File: config.mk
export PLATFORM = sky130hd
export DESIGN_NAME = score_keeper
export DESIGN_NICKNAME = d
export VERILOG_FILES = /design/src/rtl/score_keeper_pkg.sv /design/src/rtl/score_keeper_bcd.sv /design/src/rtl/score_keeper.sv
export SDC_FILE = /design/constraint.sdc
export NUM_CORES = 1
export LEC_CHECK = 0
export ABC_AREA = 1
export BUFFER_PORTS_ARGS = -buffer_cell sky130_fd_sc_hd__buf_4
export CELL_PAD_IN_SITES_DETAIL_PLACEMENT = 1
export CELL_PAD_IN_SITES_GLOBAL_PLACEMENT = 1
export CORE_MARGIN = 4
export CORE_UTILIZATION = 43
export CTS_BUF_LIST = sky130_fd_sc_hd__clkbuf_16
export DETAILED_ROUTE_END_ITERATION = 8
export PLACE_DENSITY = 0.95
export SLEW_MARGIN = 20
export SYNTH_ARGS = -nofsm -noshare
export SYNTH_HDL_FRONTEND = slang
export SYNTH_HIERARCHICAL = 1
export SYNTH_SLANG_ARGS = --single-unit
File: constraint.sdc
create_clock -name clk -period 4.7 [get_ports clk]
set_input_delay 0 -clock clk [delete_from_list [all_inputs] [get_ports clk]]
set_output_delay 0 -clock clk [all_outputs]
set_load 0.01 [all_outputs]
File: src/rtl/score_keeper_pkg.sv
// ============================================================================
// score_pkg : shared FSM state, winner encodings and score limit for
//             score_keeper.   Rev 1.0
// ============================================================================
`default_nettype none

package score_pkg;

   typedef enum logic [1:0] {
      S_IDLE    = 2'd0,
      S_PLAY    = 2'd1,
      S_HOLDOFF = 2'd2,
      S_OVER    = 2'd3
   } state_t;

   localparam logic [1:0] WIN_NONE = 2'b00;
   localparam logic [1:0] WIN_P1   = 2'b01;
   localparam logic [1:0] WIN_P2   = 2'b10;

   localparam int MAX_SCORE = 999;

endpackage

`default_nettype wire

File: src/rtl/score_keeper_bcd.sv
// ============================================================================
// bcd_counter3 : three-digit BCD incrementer with synchronous clear.
//                Rev 1.0
// ============================================================================
`default_nettype none

module bcd_counter3 (
   input  logic        clk,
   input  logic        reset,
   input  logic        clr,
   input  logic        inc,
   output logic [11:0] bcd
);

   logic [3:0] units_q, units_d;
   logic [3:0] tens_q, tens_d;
   logic [3:0] hund_q, hund_d;

   always_comb begin
      units_d = units_q;
      tens_d  = tens_q;
      hund_d  = hund_q;
      if (clr) begin
         units_d = 4'd0;
         tens_d  = 4'd0;
         hund_d  = 4'd0;
      end else if (inc) begin
         if (units_q == 4'd9) begin
            units_d = 4'd0;
            if (tens_q == 4'd9) begin
               tens_d = 4'd0;
               hund_d = (hund_q == 4'd9) ? 4'd0 : hund_q + 4'd1;
            end else begin
               tens_d = tens_q + 4'd1;
            end
         end else begin
            units_d = units_q + 4'd1;
         end
      end
   end

   always_ff @(posedge clk) begin
      if (reset) begin
         units_q <= 4'd0;
         tens_q  <= 4'd0;
         hund_q  <= 4'd0;
      end else begin
         units_q <= units_d;
         tens_q  <= tens_d;
         hund_q  <= hund_d;
      end
   end

   assign bcd = {hund_q, tens_q, units_q};

endmodule

`default_nettype wire

File: src/rtl/score_keeper.sv
// ============================================================================
// score_keeper : two-player match scorer with hit edge detection, post-point
//                holdoff and win detection.  Optional BCD outputs enabled by
//                defining SCORE_KEEPER_BCD_EN.   Rev 1.0
// ============================================================================
`default_nettype none

module score_keeper
   import score_pkg::*;
#(
   parameter int WIN_SCORE = 10,
   parameter int HOLDOFF   = 25000000
) (
   input  logic        clk,
   input  logic        reset,
   input  logic        start,
   input  logic        hit_p1,
   input  logic        hit_p2,
   output logic [9:0]  score1,
   output logic [9:0]  score2,
   output logic [11:0] bcd1,
   output logic [11:0] bcd2,
   output logic        point,
   output logic        game_over,
   output logic [1:0]  winner
);

   localparam int             WIN_I     = (WIN_SCORE > MAX_SCORE) ? MAX_SCORE : WIN_SCORE;
   localparam logic [9:0]     WIN_L     = WIN_I[9:0];
   localparam int             CW        = (HOLDOFF > 1) ? $clog2(HOLDOFF) : 1;
   localparam logic [CW-1:0]  HOLD_INIT = CW'(HOLDOFF - 1);

   state_t        state_q, state_d;
   logic [9:0]    score1_q, score1_d;
   logic [9:0]    score2_q, score2_d;
   logic [1:0]    winner_q, winner_d;
   logic [CW-1:0] cnt_q, cnt_d;
   logic          point_q, point_d;
   logic          hit_p1_q, hit_p2_q;
   logic          edge_p1, edge_p2;
   logic          start_clr;

   // Hit history is tracked in every state so a held level never re-scores.
   assign edge_p1   = hit_p1 & ~hit_p1_q;
   assign edge_p2   = hit_p2 & ~hit_p2_q;
   assign start_clr = start & ((state_q == S_IDLE) | (state_q == S_OVER));

   always_comb begin
      state_d  = state_q;
      score1_d = score1_q;
      score2_d = score2_q;
      winner_d = winner_q;
      cnt_d    = cnt_q;
      point_d  = 1'b0;
      case (state_q)
         S_IDLE, S_OVER: begin
            if (start) begin
               score1_d = 10'd0;
               score2_d = 10'd0;
               winner_d = WIN_NONE;
               state_d  = S_PLAY;
            end
         end
         S_PLAY: begin
            if (edge_p1 & edge_p2) begin
               point_d = 1'b1;
               cnt_d   = HOLD_INIT;
               state_d = S_HOLDOFF;
            end else if (edge_p2) begin
               score1_d = score1_q + 10'd1;
               point_d  = 1'b1;
               cnt_d    = HOLD_INIT;
               state_d  = S_HOLDOFF;
               if (score1_d == WIN_L) begin
                  winner_d = WIN_P1;
                  state_d  = S_OVER;
               end
            end else if (edge_p1) begin
               score2_d = score2_q + 10'd1;
               point_d  = 1'b1;
               cnt_d    = HOLD_INIT;
               state_d  = S_HOLDOFF;
               if (score2_d == WIN_L) begin
                  winner_d = WIN_P2;
                  state_d  = S_OVER;
               end
            end
         end
         S_HOLDOFF: begin
            if (cnt_q == '0) state_d = S_PLAY;
            else             cnt_d   = cnt_q - 1'b1;
         end
         default: state_d = S_IDLE;
      endcase
   end

   always_ff @(posedge clk) begin
      if (reset) begin
         state_q  <= S_IDLE;
         score1_q <= 10'd0;
         score2_q <= 10'd0;
         winner_q <= WIN_NONE;
         cnt_q    <= '0;
         point_q  <= 1'b0;
         hit_p1_q <= 1'b0;
         hit_p2_q <= 1'b0;
      end else begin
         state_q  <= state_d;
         score1_q <= score1_d;
         score2_q <= score2_d;
         winner_q <= winner_d;
         cnt_q    <= cnt_d;
         point_q  <= point_d;
         hit_p1_q <= hit_p1;
         hit_p2_q <= hit_p2;
      end
   end

   assign score1    = score1_q;
   assign score2    = score2_q;
   assign winner    = winner_q;
   assign point     = point_q;
   assign game_over = (state_q == S_OVER);

`ifdef SCORE_KEEPER_BCD_EN
   logic bcd_inc1, bcd_inc2;

   assign bcd_inc1 = (state_q == S_PLAY) & (score1_d != score1_q);
   assign bcd_inc2 = (state_q == S_PLAY) & (score2_d != score2_q);

   bcd_counter3 u_bcd1 (
      .clk   (clk),
      .reset (reset),
      .clr   (start_clr),
      .inc   (bcd_inc1),
      .bcd   (bcd1)
   );

   bcd_counter3 u_bcd2 (
      .clk   (clk),
      .reset (reset),
      .clr   (start_clr),
      .inc   (bcd_inc2),
      .bcd   (bcd2)
   );
`else
   logic unused_clr;
   assign unused_clr = start_clr;
   assign bcd1 = 12'h000;
   assign bcd2 = 12'h000;
`endif

endmodule

`default_nettype wire

==> impl_results.md <==
* Max Slew Vio Count at 0
* Slew margin rel. at 66.2%
* Htree depth at 2
* Final setup viols at 0
* Num CTS Buffers at 5
* Die width at 94.6 um
* Tcrit/Tclk final at about 50%
* PwrDens at about 680 nW/um2
* Primary FF master, synth: dfxtp_1
* Run status: finished, final reports clean
* Average vias per placed instance at 5.24
* Initial antenna violation count at 0
* Synth Cell Area at 3230 um2
* Fin Setup TNS at 0 ns
* CP Max Fanout at 31
* Final GP Congestion at between 0.8 and 0.9
* Worst setup path startpoint: state_q[0]
* Sequential cell area fraction in the yosys report at approximately a third
* Worst skew pair latency at approximately 0.29 ns
* Global-route usage over all layers at a little over a fifth
* Max frequency at around 430 MHz
* Mapped Avg Cell Area at roughly 6.6 um2
* Dpl ws at between 2 and 2.5 ns
* Max IR drop VDD at 0.000435 V
* Die Height at ~95 um
* DRC Markers at 0
* Pin count of the biggest net entering global routing at 32
* Clock transition at path regs at about 0.070 ns
* N_diodes at 0
* Final Worst Setup Slack at around 2.3 ns
* Final hold vios at 0
* Commonest cells after routing, fill and taps aside: nand2_1, nor2_1, dfxtp_1
* Layout Cells excl Fill at ~600
* Row Count at 31
* Setup CP Type: reg -> reg
* Core area at about 7300 um2
* Post-synth EDFFs at 0
* Worst endpoint required time at just under 5 ns
* Yosys warns at 6
* Distinct cells, synth at 38
* WL final at a little over 9000 um
* RSZ-0062 raised after global routing: no
* First-pass GRT wire length at between 15000 and 20000 um
* Worst Skew at roughly 0.0059 ns
* Synth-to-layout area growth at 11.4%
* GR Overflow Total at 0
* Fin crit period at about 2.4 ns
* Hold_sp: reset
* Worst-Margin Slew at around 0.5 ns
* Hpwl dp at ~6900 um
* Reg2reg start: state_q[0]
* Total I/O pin count at between 50 and 60
* Most common cell after layout, fill and taps aside: nand2_1
* Number of synthesized register bits at 52
* Routed len/inst at 14.9 um
* Syn Inst Count at 492
* # Max-Cap Violations at 0
* Post-CTS setup repair buffer count at 0
* Share of post-route cells with drive strength above 1 at under 10%
* Clock Path Buffers at 2
* Hold Path Class: in -> reg
* Nature of the critical path endpoint: register
* Full die area at approximately 9000 um2
* 1st-iter DRT viols at about 110
* Pleak at 1.55 nW
* WP data arrival at 2.52 ns
* WHS at 0.0879 ns
* Num Clock Sinks at 52
* DRT Pass-1 Iters at 4
* Nets at roughly 530
* PortBufs at 28
* Clk Tree Root Cell: clkbuf_16
* DRT antenna net count at 0
* Initial Utilization at about 44%
* Clock tree from TritonCTS: built
* Fillcell total at between 1000 and 1500
* Vias in the first global route at 3393
* Inst Count DP at between 600 and 700
* CP startpoint kind: register
* Async SR Flop Fraction at 0%
* Vias at roughly 3200
[cell families after synthesis]
logic type      count (synthesis)  share of synthesized area, %
simple gates                  250                          33.1
other cells                     1                         0.116
flops                          52                          32.2
compound gates                 80                          13.3
fa+ha+maj                       8                          3.10
buf+inv                        84                          13.4
xor+xnor                       17                          4.61
[state kept, by name (all words and copies together), names as in the netlist]
name and cells:
cnt_q 25, score1 10, score2 10, state_q 2
winner 2, hit_p1_q 1, hit_p2_q 1, point 1
[cell usage after synthesis, types with 4 or more instances]
| library cell | number | area (um2) |
|---|---|---|
| nor3_1 | 5 | 25.0 |
| ha_1 | 8 | 100 |
| nor2_1 | 74 | 278 |
| inv_1 | 47 | 176 |
| nand3b_1 | 4 | 30.0 |
| xor2_1 | 9 | 78.8 |
| buf_4 | 25 | 188 |
| clkbuf_1 | 5 | 18.8 |
| nand3_1 | 34 | 170 |
| dfxtp_1 | 52 | 1040 |
| a21oi_1 | 38 | 190 |
| o22ai_1 | 4 | 25.0 |
| nand4_1 | 4 | 25.0 |
| nand2_1 | 116 | 435 |
| xnor2_1 | 8 | 70.1 |
| o21ai_0 | 28 | 140 |
[per-layer routing]
layer  share of wire, %  vias up  global-route usage (%)  wire (um)
met5                  0        -                       0          0
li1                   -     1600                       -          -
met2                 53       62                    40.4       4920
met4               0.98        0                    6.01         90
met3                3.3        9                    2.87        303
met1                 42     1568                    24.0       3900
[repair_timing]
action                                  4_1_cts  5_1_grt
hold buffers                                  2        0
endpoints found under the setup margin        0        0
hold endpoints to repair                      2        0
resized for setup                             0        0
[power breakdown]
part | switching [W] | internal [W] | total (W)
clock network | 0.000170 | 0.000253 | 0.000423
logic | 0.000885 | 0.000436 | 0.00132
registers | 0.000135 | 0.000558 | 0.000692
total | 0.00119 | 0.00125 | 0.00244
[cell type report]
type                       count  area [um2]  share of cell area [%]
clock buffer                   5         125                    3.48
clock inverter                 3        46.3                    1.29
inverter                      50         189                    5.26
multi-input combinational    379        1840                    51.2
sequential                    52        1040                    29.0
tap                           99         124                    3.45
timing repair buffer          30         230                    6.40
[critical path: stages, from the launching register on]
cell	delay, ns
dfxtp_1	0.37
inv_1	0.06
ha_1	0.29
inv_1	0.36
nand3_1	0.28
nand2_4	0.34
clkinv_2	0.30
nand2_1	0.14
a21oi_1	0.07
[per-stage QoR]
| step | power (W) | utilization [%] | area (um2) |
|---|---|---|---|
| 2_1_floorplan | 0.00170 | - | 3310 |
| 3_3_place_gp | 0.00190 | 46.7 | 3400 |
| 3_5_place_dp | 0.00199 | 46.7 | 3400 |
| 4_1_cts | 0.00245 | 49.3 | 3590 |
| 5_1_grt | 0.00265 | 49.3 | 3590 |
| 6_report | 0.00244 | 49.3 | 3590 |
[path summary, 6_finish.rpt]
kind	cells past startpoint	to	slack (ns)
setup reg to reg	8	cnt_q[2]	2.35
setup / recovery	8	cnt_q[2]	2.35
hold reg to reg	2	cnt_q[23]	0.48
hold / removal	2	hit_p2_q	0.09
Power figures use the tool's default switching activity.
